File: src/rtl/cpu_pkg.sv
// Shared ISA constants and decoded-instruction types for the 16-bit CPU datapath.
// Used by the decode stage and by any other consumer of instr_field_decode.
package cpu_pkg;

  localparam logic [3:0] OP_REG        = 4'b0000;
  localparam logic [3:0] OP_ANDI       = 4'b0001;
  localparam logic [3:0] OP_ORI        = 4'b0010;
  localparam logic [3:0] OP_XORI       = 4'b0011;
  localparam logic [3:0] OP_LOAD_STORE = 4'b0100;
  localparam logic [3:0] OP_ADDI       = 4'b0101;
  localparam logic [3:0] OP_SHIFT      = 4'b1000;
  localparam logic [3:0] OP_SUBI       = 4'b1001;
  localparam logic [3:0] OP_CMPI       = 4'b1011;
  localparam logic [3:0] OP_BCOND      = 4'b1100;
  localparam logic [3:0] OP_MOVI       = 4'b1101;
  localparam logic [3:0] OP_LUI        = 4'b1111;

  localparam logic [3:0] EXT_AND   = 4'b0001;
  localparam logic [3:0] EXT_OR    = 4'b0010;
  localparam logic [3:0] EXT_XOR   = 4'b0011;
  localparam logic [3:0] EXT_ADD   = 4'b0101;
  localparam logic [3:0] EXT_SUB   = 4'b1001;
  localparam logic [3:0] EXT_CMP   = 4'b1011;
  localparam logic [3:0] EXT_MOV   = 4'b1101;
  localparam logic [3:0] EXT_LSH   = 4'b0100;
  localparam logic [3:0] EXT_LOAD  = 4'b0000;
  localparam logic [3:0] EXT_STOR  = 4'b0100;
  localparam logic [3:0] EXT_JAL   = 4'b1000;
  localparam logic [3:0] EXT_JCOND = 4'b1100;

  typedef struct packed {
    logic imm_sel;
    logic imm_sext;
    logic write;
    logic is_load;
    logic is_store;
    logic illegal;
  } decode_flags_t;

  // imm is the 16-bit extended value; imm_sext tells wider datapaths how to extend it further.
  typedef struct packed {
    logic [7:0]    opcode;
    logic [3:0]    rdest;
    logic [3:0]    rsrc;
    logic [15:0]   imm;
    decode_flags_t flags;
  } decoded_t;

  function automatic logic is_alu_ext(input logic [3:0] ext);
    return ext inside {EXT_ADD, EXT_SUB, EXT_CMP, EXT_AND, EXT_OR, EXT_XOR, EXT_MOV};
  endfunction

endpackage

File: src/rtl/instr_field_decode.sv
// Purely combinational instruction decoder: raw 16-bit word to decoded_t.
// Rsrc range is only checked where [3:0] names a register rather than immediate bits.
module instr_field_decode
  import cpu_pkg::*;
#(
  parameter int NUM_REGS = 16
) (
  input  logic [15:0] instr,
  output decoded_t    dec
);

  logic [3:0] op, ext, rd, rs;
  logic [7:0] imm8;
  logic       legal, uses_rsrc;

  assign op   = instr[15:12];
  assign rd   = instr[11:8];
  assign ext  = instr[7:4];
  assign rs   = instr[3:0];
  assign imm8 = instr[7:0];

  always_comb begin
    dec        = '0;
    legal      = 1'b1;
    uses_rsrc  = 1'b0;
    dec.opcode = {op, ext};
    dec.rdest  = rd;
    dec.rsrc   = rs;
    case (op)
      OP_REG: begin
        uses_rsrc       = 1'b1;
        legal           = is_alu_ext(ext);
        dec.flags.write = (ext != EXT_CMP);
      end
      OP_SHIFT: begin
        if (ext == EXT_LSH) begin
          uses_rsrc       = 1'b1;
          dec.flags.write = 1'b1;
        end else if (ext[3:1] == 3'b000) begin
          dec.imm            = {{12{rs[3]}}, rs};
          dec.flags.imm_sel  = 1'b1;
          dec.flags.imm_sext = 1'b1;
          dec.flags.write    = 1'b1;
        end else begin
          legal = 1'b0;
        end
      end
      OP_ADDI, OP_SUBI, OP_CMPI, OP_MOVI: begin
        dec.imm            = {{8{imm8[7]}}, imm8};
        dec.flags.imm_sel  = 1'b1;
        dec.flags.imm_sext = 1'b1;
        dec.flags.write    = (op != OP_CMPI);
      end
      OP_ANDI, OP_ORI, OP_XORI: begin
        dec.imm           = {8'h00, imm8};
        dec.flags.imm_sel = 1'b1;
        dec.flags.write   = 1'b1;
      end
      OP_LUI: begin
        dec.imm           = {imm8, 8'h00};
        dec.flags.imm_sel = 1'b1;
        dec.flags.write   = 1'b1;
      end
      OP_LOAD_STORE: begin
        uses_rsrc = 1'b1;
        case (ext)
          EXT_LOAD: begin
            dec.flags.is_load = 1'b1;
            dec.flags.write   = 1'b1;
          end
          EXT_STOR:  dec.flags.is_store = 1'b1;
          EXT_JAL:   dec.flags.write    = 1'b1;
          EXT_JCOND: ;
          default:   legal = 1'b0;
        endcase
      end
      OP_BCOND: begin
        dec.imm            = {{8{imm8[7]}}, imm8};
        dec.flags.imm_sel  = 1'b1;
        dec.flags.imm_sext = 1'b1;
      end
      default: legal = 1'b0;
    endcase
    if (({1'b0, rd} >= 5'(NUM_REGS)) || (uses_rsrc && ({1'b0, rs} >= 5'(NUM_REGS))))
      legal = 1'b0;
    if (!legal) begin
      dec.imm           = '0;
      dec.flags         = '0;
      dec.flags.illegal = 1'b1;
    end
  end

endmodule

File: src/rtl/decode_stage.sv
// Registered decode stage: two-entry skid buffer (main + skid) feeding a combinational
// decode of the main entry. instr_ready depends only on registered skid state.
module decode_stage
  import cpu_pkg::*;
#(
  parameter int DATA_WIDTH = 16,
  parameter int NUM_REGS   = 16
) (
  input  logic                         clk,
  input  logic                         reset,
  input  logic [15:0]                  instr_in,
  input  logic                         instr_valid,
  output logic                         instr_ready,
  input  logic                         flush,
  output logic                         out_valid,
  input  logic                         out_ready,
  output logic [7:0]                   opcode,
  output logic [$clog2(NUM_REGS)-1:0]  Rdest,
  output logic [$clog2(NUM_REGS)-1:0]  Rsrc,
  output logic [NUM_REGS-1:0]          wEnable,
  output logic [DATA_WIDTH-1:0]        Imm_out,
  output logic                         Imm_select,
  output logic                         illegal,
  output logic                         is_load,
  output logic                         is_store
);

  localparam int RW = $clog2(NUM_REGS);

  logic [15:0] main_instr, skid_instr;
  logic        main_valid, skid_valid;
  logic        in_fire, out_fire, main_free;
  decoded_t    dec;

  assign instr_ready = !skid_valid;
  assign in_fire     = instr_valid && !skid_valid && !flush;
  assign out_fire    = main_valid && out_ready;
  assign main_free   = !main_valid || out_fire;
  assign out_valid   = main_valid;

  // skid only ever fills while main is held, so skid_valid implies main_valid
  always_ff @(posedge clk or negedge reset) begin
    if (!reset) begin
      main_valid <= 1'b0;
      skid_valid <= 1'b0;
      main_instr <= '0;
      skid_instr <= '0;
    end else if (flush) begin
      main_valid <= 1'b0;
      skid_valid <= 1'b0;
    end else if (main_free) begin
      if (skid_valid) begin
        main_instr <= skid_instr;
        main_valid <= 1'b1;
        skid_valid <= 1'b0;
      end else begin
        main_valid <= in_fire;
        if (in_fire) main_instr <= instr_in;
      end
    end else if (in_fire) begin
      skid_instr <= instr_in;
      skid_valid <= 1'b1;
    end
  end

  instr_field_decode #(.NUM_REGS(NUM_REGS)) u_field_decode (
    .instr (main_instr),
    .dec   (dec)
  );

  always_comb begin
    opcode     = '0;
    Rdest      = '0;
    Rsrc       = '0;
    wEnable    = '0;
    Imm_out    = '0;
    Imm_select = 1'b0;
    illegal    = 1'b0;
    is_load    = 1'b0;
    is_store   = 1'b0;
    if (main_valid) begin
      opcode     = dec.opcode;
      Rdest      = dec.rdest[RW-1:0];
      Rsrc       = dec.rsrc[RW-1:0];
      wEnable    = dec.flags.write ? (NUM_REGS'(1) << Rdest) : '0;
      Imm_out    = dec.flags.imm_sext ? DATA_WIDTH'($signed(dec.imm)) : DATA_WIDTH'(dec.imm);
      Imm_select = dec.flags.imm_sel;
      illegal    = dec.flags.illegal;
      is_load    = dec.flags.is_load;
      is_store   = dec.flags.is_store;
    end
  end

endmodule

File: config.mk
export PLATFORM = sky130hd
export DESIGN_NAME = decode_stage
export DESIGN_NICKNAME = d
export VERILOG_FILES = /design/src/rtl/cpu_pkg.sv /design/src/rtl/instr_field_decode.sv /design/src/rtl/decode_stage.sv
export SDC_FILE = /design/constraint.sdc
export NUM_CORES = 1
export LEC_CHECK = 0
export BUFFER_PORTS_ARGS = -buffer_cell sky130_fd_sc_hd__buf_2
export CAP_MARGIN = 0
export CORE_MARGIN = 2
export CORE_UTILIZATION = 46
export DETAILED_ROUTE_END_ITERATION = 10
export PLACE_DENSITY = 0.78
export SLEW_MARGIN = 20
export SYNTH_ARGS = -nofsm -noshare
export SYNTH_HDL_FRONTEND = slang
export SYNTH_SLANG_ARGS = --single-unit
File: constraint.sdc
create_clock -name clk -period 2.2 [get_ports clk]
set_clock_uncertainty 0.15 [all_clocks]
set_input_delay 0.66 -clock clk [delete_from_list [all_inputs] [get_ports clk]]
set_output_delay 0.66 -clock clk [all_outputs]
set_load 0.005 [all_outputs]
After elaboration in Yosys (flattened, before gate mapping)
Cells that the tools add are included.

Add/subtract/negate cells: 0. $mul: 0. Div/mod/pow operators: 0. $lt $le $gt $ge: 0. Equality and inequality tests: 23. Shift operators: 1. Muxes and demuxes: 33. Bitwise operators: 2. Reduce and logical (&&, ||, !) cells: 23.

Operators by type and width (count): 16-bit 2-to-1 mux (5); 17-bit one-hot mux with 4 select lines (1); 4-bit == test, second input constant (11); 22-bit 2-to-1 mux (1); 19-bit 2-to-1 mux (1); 18-bit 2-to-1 mux (1); 1-bit 2-to-1 mux (17); 4-bit by 2-bit == test with 1-bit output, second input constant (4); 4-bit by 3-bit == test with 1-bit output, second input constant (4); 1-bit by 4-bit left shift with 16-bit output, first input constant (1); 4-bit OR reduction (3); 9-bit OR reduction (1); 4-bit by 1-bit == test with 1-bit output, second input constant (2); 4-bit logical NOT (2); 4-bit 2-to-1 mux (2); 8-bit 2-to-1 mux (1); 4-bit != test, second input constant (2); 7-bit nonzero test (1); 3-bit AND reduction (2); 1-bit one-hot mux with 5 select lines (1); 5-bit OR reduction (1); 1-bit one-hot mux with 4 select lines (1); 2-bit nonzero test (2); 1-bit logical AND (3); 9 further kinds (12).

Bits in registers: 34. Latch bits: 0. Bits in writable memories: 0. ROM bits: 0. Input bits: 21. Output and inout port bits: 54. Memories: 0.

Depth between registers and ports, before layout
Word-level depth: 7. Mapped depth: 6. Depth with buffers taken out: 4.

Hierarchy
From an unflattened synthesis, not the netlist that was laid out.

Cells, all modules: 253. Area, all modules: 2423.6 um^2.

By module, submodules not included: decode_stage (instances 1, cells an instance 163, area an instance 1871.8 um^2, seq. area each 850.8 um^2); instr_field_decode (instances 1, cells an instance 90, area an instance 551.8 um^2, seq. area each 0.0 um^2).

Least setup slack after synthesis
OpenSTA, ideal clock, no wires.

Path kind: register -> output. From: register main_instr[7]. To: output Imm_out[10]. Data arrival time: 1648 ps. Data required time: 1390 ps. Path slack: -258 ps. Cell stages (with the launch flop): 7. Buffers on the path: 2. Path through: dfrtp_1 buf_4 or4b_4 a211oi_2 o31ai_2 buf_6 a21oi_1.

Word-level cells in the longest chain between the ends: 6. Elaborated cells on any way between the ends: 23. Those cells by class: 10 x eq/ne; 9 x mux; 4 x reduce/logical.

RTL lines: start: declaration (line decode_stage.sv:30) `logic [15:0] main_instr, skid_instr;`; start signal: assignment (line decode_stage.sv:53) `main_instr <= skid_instr;`; start signal: assignment (line decode_stage.sv:58) `if (in_fire) main_instr <= instr_in;`; 4-bit == test, or another cell as far along (line instr_field_decode.sv:66) `case (ext)`; 4-bit OR reduction (no source line), or another cell as far along; 1-bit 2-to-1 mux, or another cell as far along (line instr_field_decode.sv:66); 1-bit one-hot mux with 4 select lines or 17-bit one-hot mux with 4 select lines (tied branches) (line instr_field_decode.sv:29) `case (op)`; 22-bit 2-to-1 mux * (line instr_field_decode.sv:86) `if (!legal) begin`; 16-bit 2-to-1 mux * (line decode_stage.sv:81) `if (main_valid) begin`; end: declaration (line decode_stage.sv:21) `output logic [DATA_WIDTH-1:0] Imm_out,`.

Every way passes the cells marked *; elsewhere a longest branch is shown, timed or not.

Final worst setup path
From: register main_instr[14]. To: output Imm_out[14].

Word-level cells in the longest chain between the ends: 5. Elaborated cells on any way between the ends: 19. Those cells by class: 11 x eq/ne; 4 x mux; 4 x reduce/logical.

RTL lines (line): 4-bit by 3-bit == test with 1-bit output, or another cell as far along (instr_field_decode.sv:29); 9-bit OR reduction (no source line), or another cell as far along; 1-bit one-hot mux with 4 select lines or 17-bit one-hot mux with 4 select lines (tied branches) (instr_field_decode.sv:29); 22-bit 2-to-1 mux * (instr_field_decode.sv:86); 16-bit 2-to-1 mux * (decode_stage.sv:81).

Marks and branches as above.

==> results.txt <==
----------------------------------------------------
[Outcome]
  Status ... finished, violations left
  Violations in the final reports ... setup timing

[STA]
  Actual transition at the worst max-transition pin ... 0.736 ns
  Final WS setup ... -0.701 ns
  Slew headroom ... 50.9%
  Final-layout setup total negative slack ... -22.45 ns
  Min cycle time layout ... 2.90 ns
  Hold violation count in the final report ... 0
  Worst Hold Slack ... 0.288 ns
  Number of max-slew violations in the final report ... 0
  Setup repair after global routing missed its margin ... yes
  Maximum achievable frequency ... 345 MHz
  # setup viols final ... 36
  Share of the cycle needed by the critical path after routing ... 132%

[Synthesis]
  Post-synthesis simple-gate area fraction ... 27.1%
  Post-synthesis sequential area ratio ... 37.2%
  Fraction of registers with async set/reset ... 100%
  Synthesized instance count ... 258
  List of most frequent post-synthesis cells ... sky130_fd_sc_hd__dfrtp_1, sky130_fd_sc_hd__a21oi_1, sky130_fd_sc_hd__nand2_1, sky130_fd_sc_hd__nor2_1, sky130_fd_sc_hd__nor3_1
  Post-synthesis xor/xnor area fraction ... 0%
  Dominant combinational cell family by area after synthesis ... simple AND/OR/NAND/NOR gates
  Post-synthesis average cell area ... 8.87 sq um
  Share of synthesized cell area in full adder, half adder and majority cells ... 0%
  Most frequent cell after synthesis ... sky130_fd_sc_hd__dfrtp_1
  Complex-gate fraction of the synthesized area ... 14.0%
  Distinct cell type count after synthesis ... 42
  Main area contributors after synthesis ... sky130_fd_sc_hd__dfrtp_1, sky130_fd_sc_hd__mux2_2, sky130_fd_sc_hd__mux2i_1
  Dominant synthesized flop cell ... sky130_fd_sc_hd__dfrtp_1
  Multiplexer share of the synthesized area ... 15.3%
  Cell area after technology mapping ... 2290 sq um
  Number of flops mapped to enable cells by yosys ... 0
  Area share of the largest cell type after synthesis ... 37.2%
  Net count after synthesis ... 279
  Synthesis Warnings ... 0
  Post-synthesis sequential element count ... 34
  Library cell occupying the most area in the post-synthesis netlist ... sky130_fd_sc_hd__dfrtp_1

[Power]
  Proportion of power drawn by the clock network ... 20.6%
  Register share of total power ... 38.6%
  Pwr Density ... 691 nW/um^2
  Combinational fraction of design power ... 40.7%
  Switching share of total power ... 35.2%
  Design Power ... 2.24 mW
  Cell-internal power ... 1.45 mW
  Switch Pwr ... 0.788 mW
  Worst-case vdd ir drop ... 0.000500 V
  Leakage component of the power ... 1.47 nW

[Critical path]
  Number of cells traversed by the worst register-to-register path ... 5
  CP startpoint kind ... register
  Reg2Reg Setup Slack ... 0.22 ns
  Reg2reg start ... out_valid
  Endpoint kind of the worst setup timing path ... primary output
  Critical path, cell by cell ... or4b_4, nor4_4, a22oi_2, a21oi_1, buf_2
  Highest fanout seen on the critical path ... 8
  Critical path's slowest cell ... sky130_fd_sc_hd__or4b_4
  CP arrival ... 2.09 ns
  Required time at the endpoint of the critical path ... 1.39 ns
  R2r endpoint ... skid_instr[8]
  Largest delay share family, worst path ... simple AND/OR/NAND/NOR gates
  Crit Path Category ... register to primary output
  Max stage delay on crit path ... 0.61 ns
  Buffer and inverter count on the worst path ... 1

[Layout]
  Net count of the finished layout ... 379
  Number of non-filler instances in the completed layout ... 426
  Footprint of the multi-input gates ... 1480 sq um
  Filler cell count in the final layout ... 391
  Layout cell share with drive strength beyond 1 ... 49.3%
  Total inserted antenna cells ... 0
  Area taken by flip-flops and latches ... 853 sq um
  Growth of design area from synthesis to finish ... 41.6%

[CTS]
  Number of buffers between clock root and the deepest sink ... 2
  Root buf cell ... sky130_fd_sc_hd__clkbuf_8
  CTS Buf Count ... 5
  Number of H-tree levels ... 2
  Number of clock sinks ... 34
  Clock tree from TritonCTS ... done
  Clock-pin slew on the worst setup and hold paths ... 0.06 ns
  Clock latency of the later-clocked register in the worst-skew pair ... 0.28 ns

[Min path]
  Path category of the worst min-delay check ... input port to asynchronous set/reset pin

[GRT]
  Pin count of the biggest net entering global routing ... 35
  Global-route wire length before repair ... 9.60 mm
  Via count of the first global-routing pass ... 2113
  Global router's overall resource usage ... 22.3%
  Aggregate global routing overflow ... 0
  Number of antenna violations at the first check in global routing ... 0

[Drt]
  First drt pass iteration count ... 4
  Overall routed net length ... 5.97 mm
  DRC viols ... 0
  Average detailed-routed wire length per instance ... 14.0 um
  Antenna viol nets, final ... 0
  Average via count per standard cell ... 5.26
  Number of vias in the routed layout ... 2242
  DR iter-0 viols ... 155

[Die]
  Initial core utilization ... 48.1%
  Die Span X ... 74.5 um
  Die area ... 5550 sq um
  Total number of placement rows ... 25
  Count of boundary I/O pins ... 75
  Core ar. ... 4750 sq um
  Vertical extent of the die ... 74.5 um

[Run]
  Number of violations of the max-capacitance limit ... 0

[Placement]
  # placed instances ... 412
  I/O Buffers ... 74
  Final weighted congestion in routability-driven placement ... 0.800
  Detailed placer's ending HPWL ... 4.25 mm

----------------------------------------------------
final cells by class:
cell class / instances / share of cell area [%]
Multi-Input combinational cell: 198 / 45.5
Sequential cell: 34 / 26.3
Timing Repair Buffer: 113 / 22.0
Clock buffer: 7 / 2.67
Tap cell: 67 / 2.59
Inverter: 6 / 0.695
Clock inverter: 1 / 0.154
cells in the final DEF (no fill, tap or decap), drive strengths merged, types with 2 or more instances in the layout:
cell type,n
or3,2
buf,112
nand2,24
nor3,20
inv,6
mux2i,17
o211ai,2
nand3,7
clkbuf,8
a21oi,32
and3,2
or4b,3
nor2,24
mux2,16
a22oi,3
o31ai,3
nor2b,4
and2,17
nor4b,3
o21ai,6
dfrtp,34
per-layer routing:
metal | GRT usage, % | wire length [um] | vias up
met4 | 9.13 | 153 | 0
met2 | 36.3 | 2850 | 66
met5 | 0 | 0 | -
met1 | 28.7 | 2680 | 1050
met3 | 5.15 | 289 | 18
li1 | - | - | 1108
what timing repair did:
action,CTS,global route
pin swaps,3,6
buffers inserted,4,0
endpoints found under the setup margin,36,40
gates resized for setup,16,7
hold buffers,0,0
hold endpoints to repair,0,0
cloned,1,1
power by group through the flow:
stage / sequential, mW / combinational [mW] / clock, mW
after floorplan: 0.822 / 0.528 / 0
after global placement: 0.864 / 0.770 / 0
after detailed placement: 0.874 / 0.792 / 0
after CTS: 0.860 / 0.861 / 0.476
after global routing: 0.883 / 0.992 / 0.505
final: 0.864 / 0.912 / 0.462
logic make-up (layout without fill, tap and decap cells):
group	count (synthesis)	after routing
AOI/OAI and AO/OA	51	52
buffers and inverters	27	127
DFF	34	34
muxes	33	33
and+or+nand+nor	113	113
state kept, by name, indices dropped and copies added, names as in the netlist:
| name | count |
|---|---|
| out_valid | 1 |
| main_instr | 16 |
| skid_valid | 1 |
| skid_instr | 16 |
per-stage QoR:
stage | area [sq um] | setup WS (ns) | util (%)
after floorplan | 2360 | -0.256 | -
after global placement | 2970 | -0.442 | 62.5
after detailed placement | 2970 | -0.512 | 62.5
after CTS | 3190 | -0.706 | 67.0
after global routing | 3240 | -0.797 | 68.1
final | 3240 | -0.701 | 68.1
worst max-delay path by stage:
stage	start	end	slack [ns]	cells past startpoint
global route	main_instr[14]	Imm_out[13]	-0.80	5
CTS	main_instr[14]	wEnable[3]	-0.71	7
detailed placement	main_instr[13]	Imm_select	-0.51	6
global placement	main_instr[13]	Imm_select	-0.44	6
floorplan	main_instr[7]	Imm_out[10]	-0.26	6
finish	main_instr[14]	Imm_out[14]	-0.70	5
Note: power is estimated with default switching activity, not from simulation.
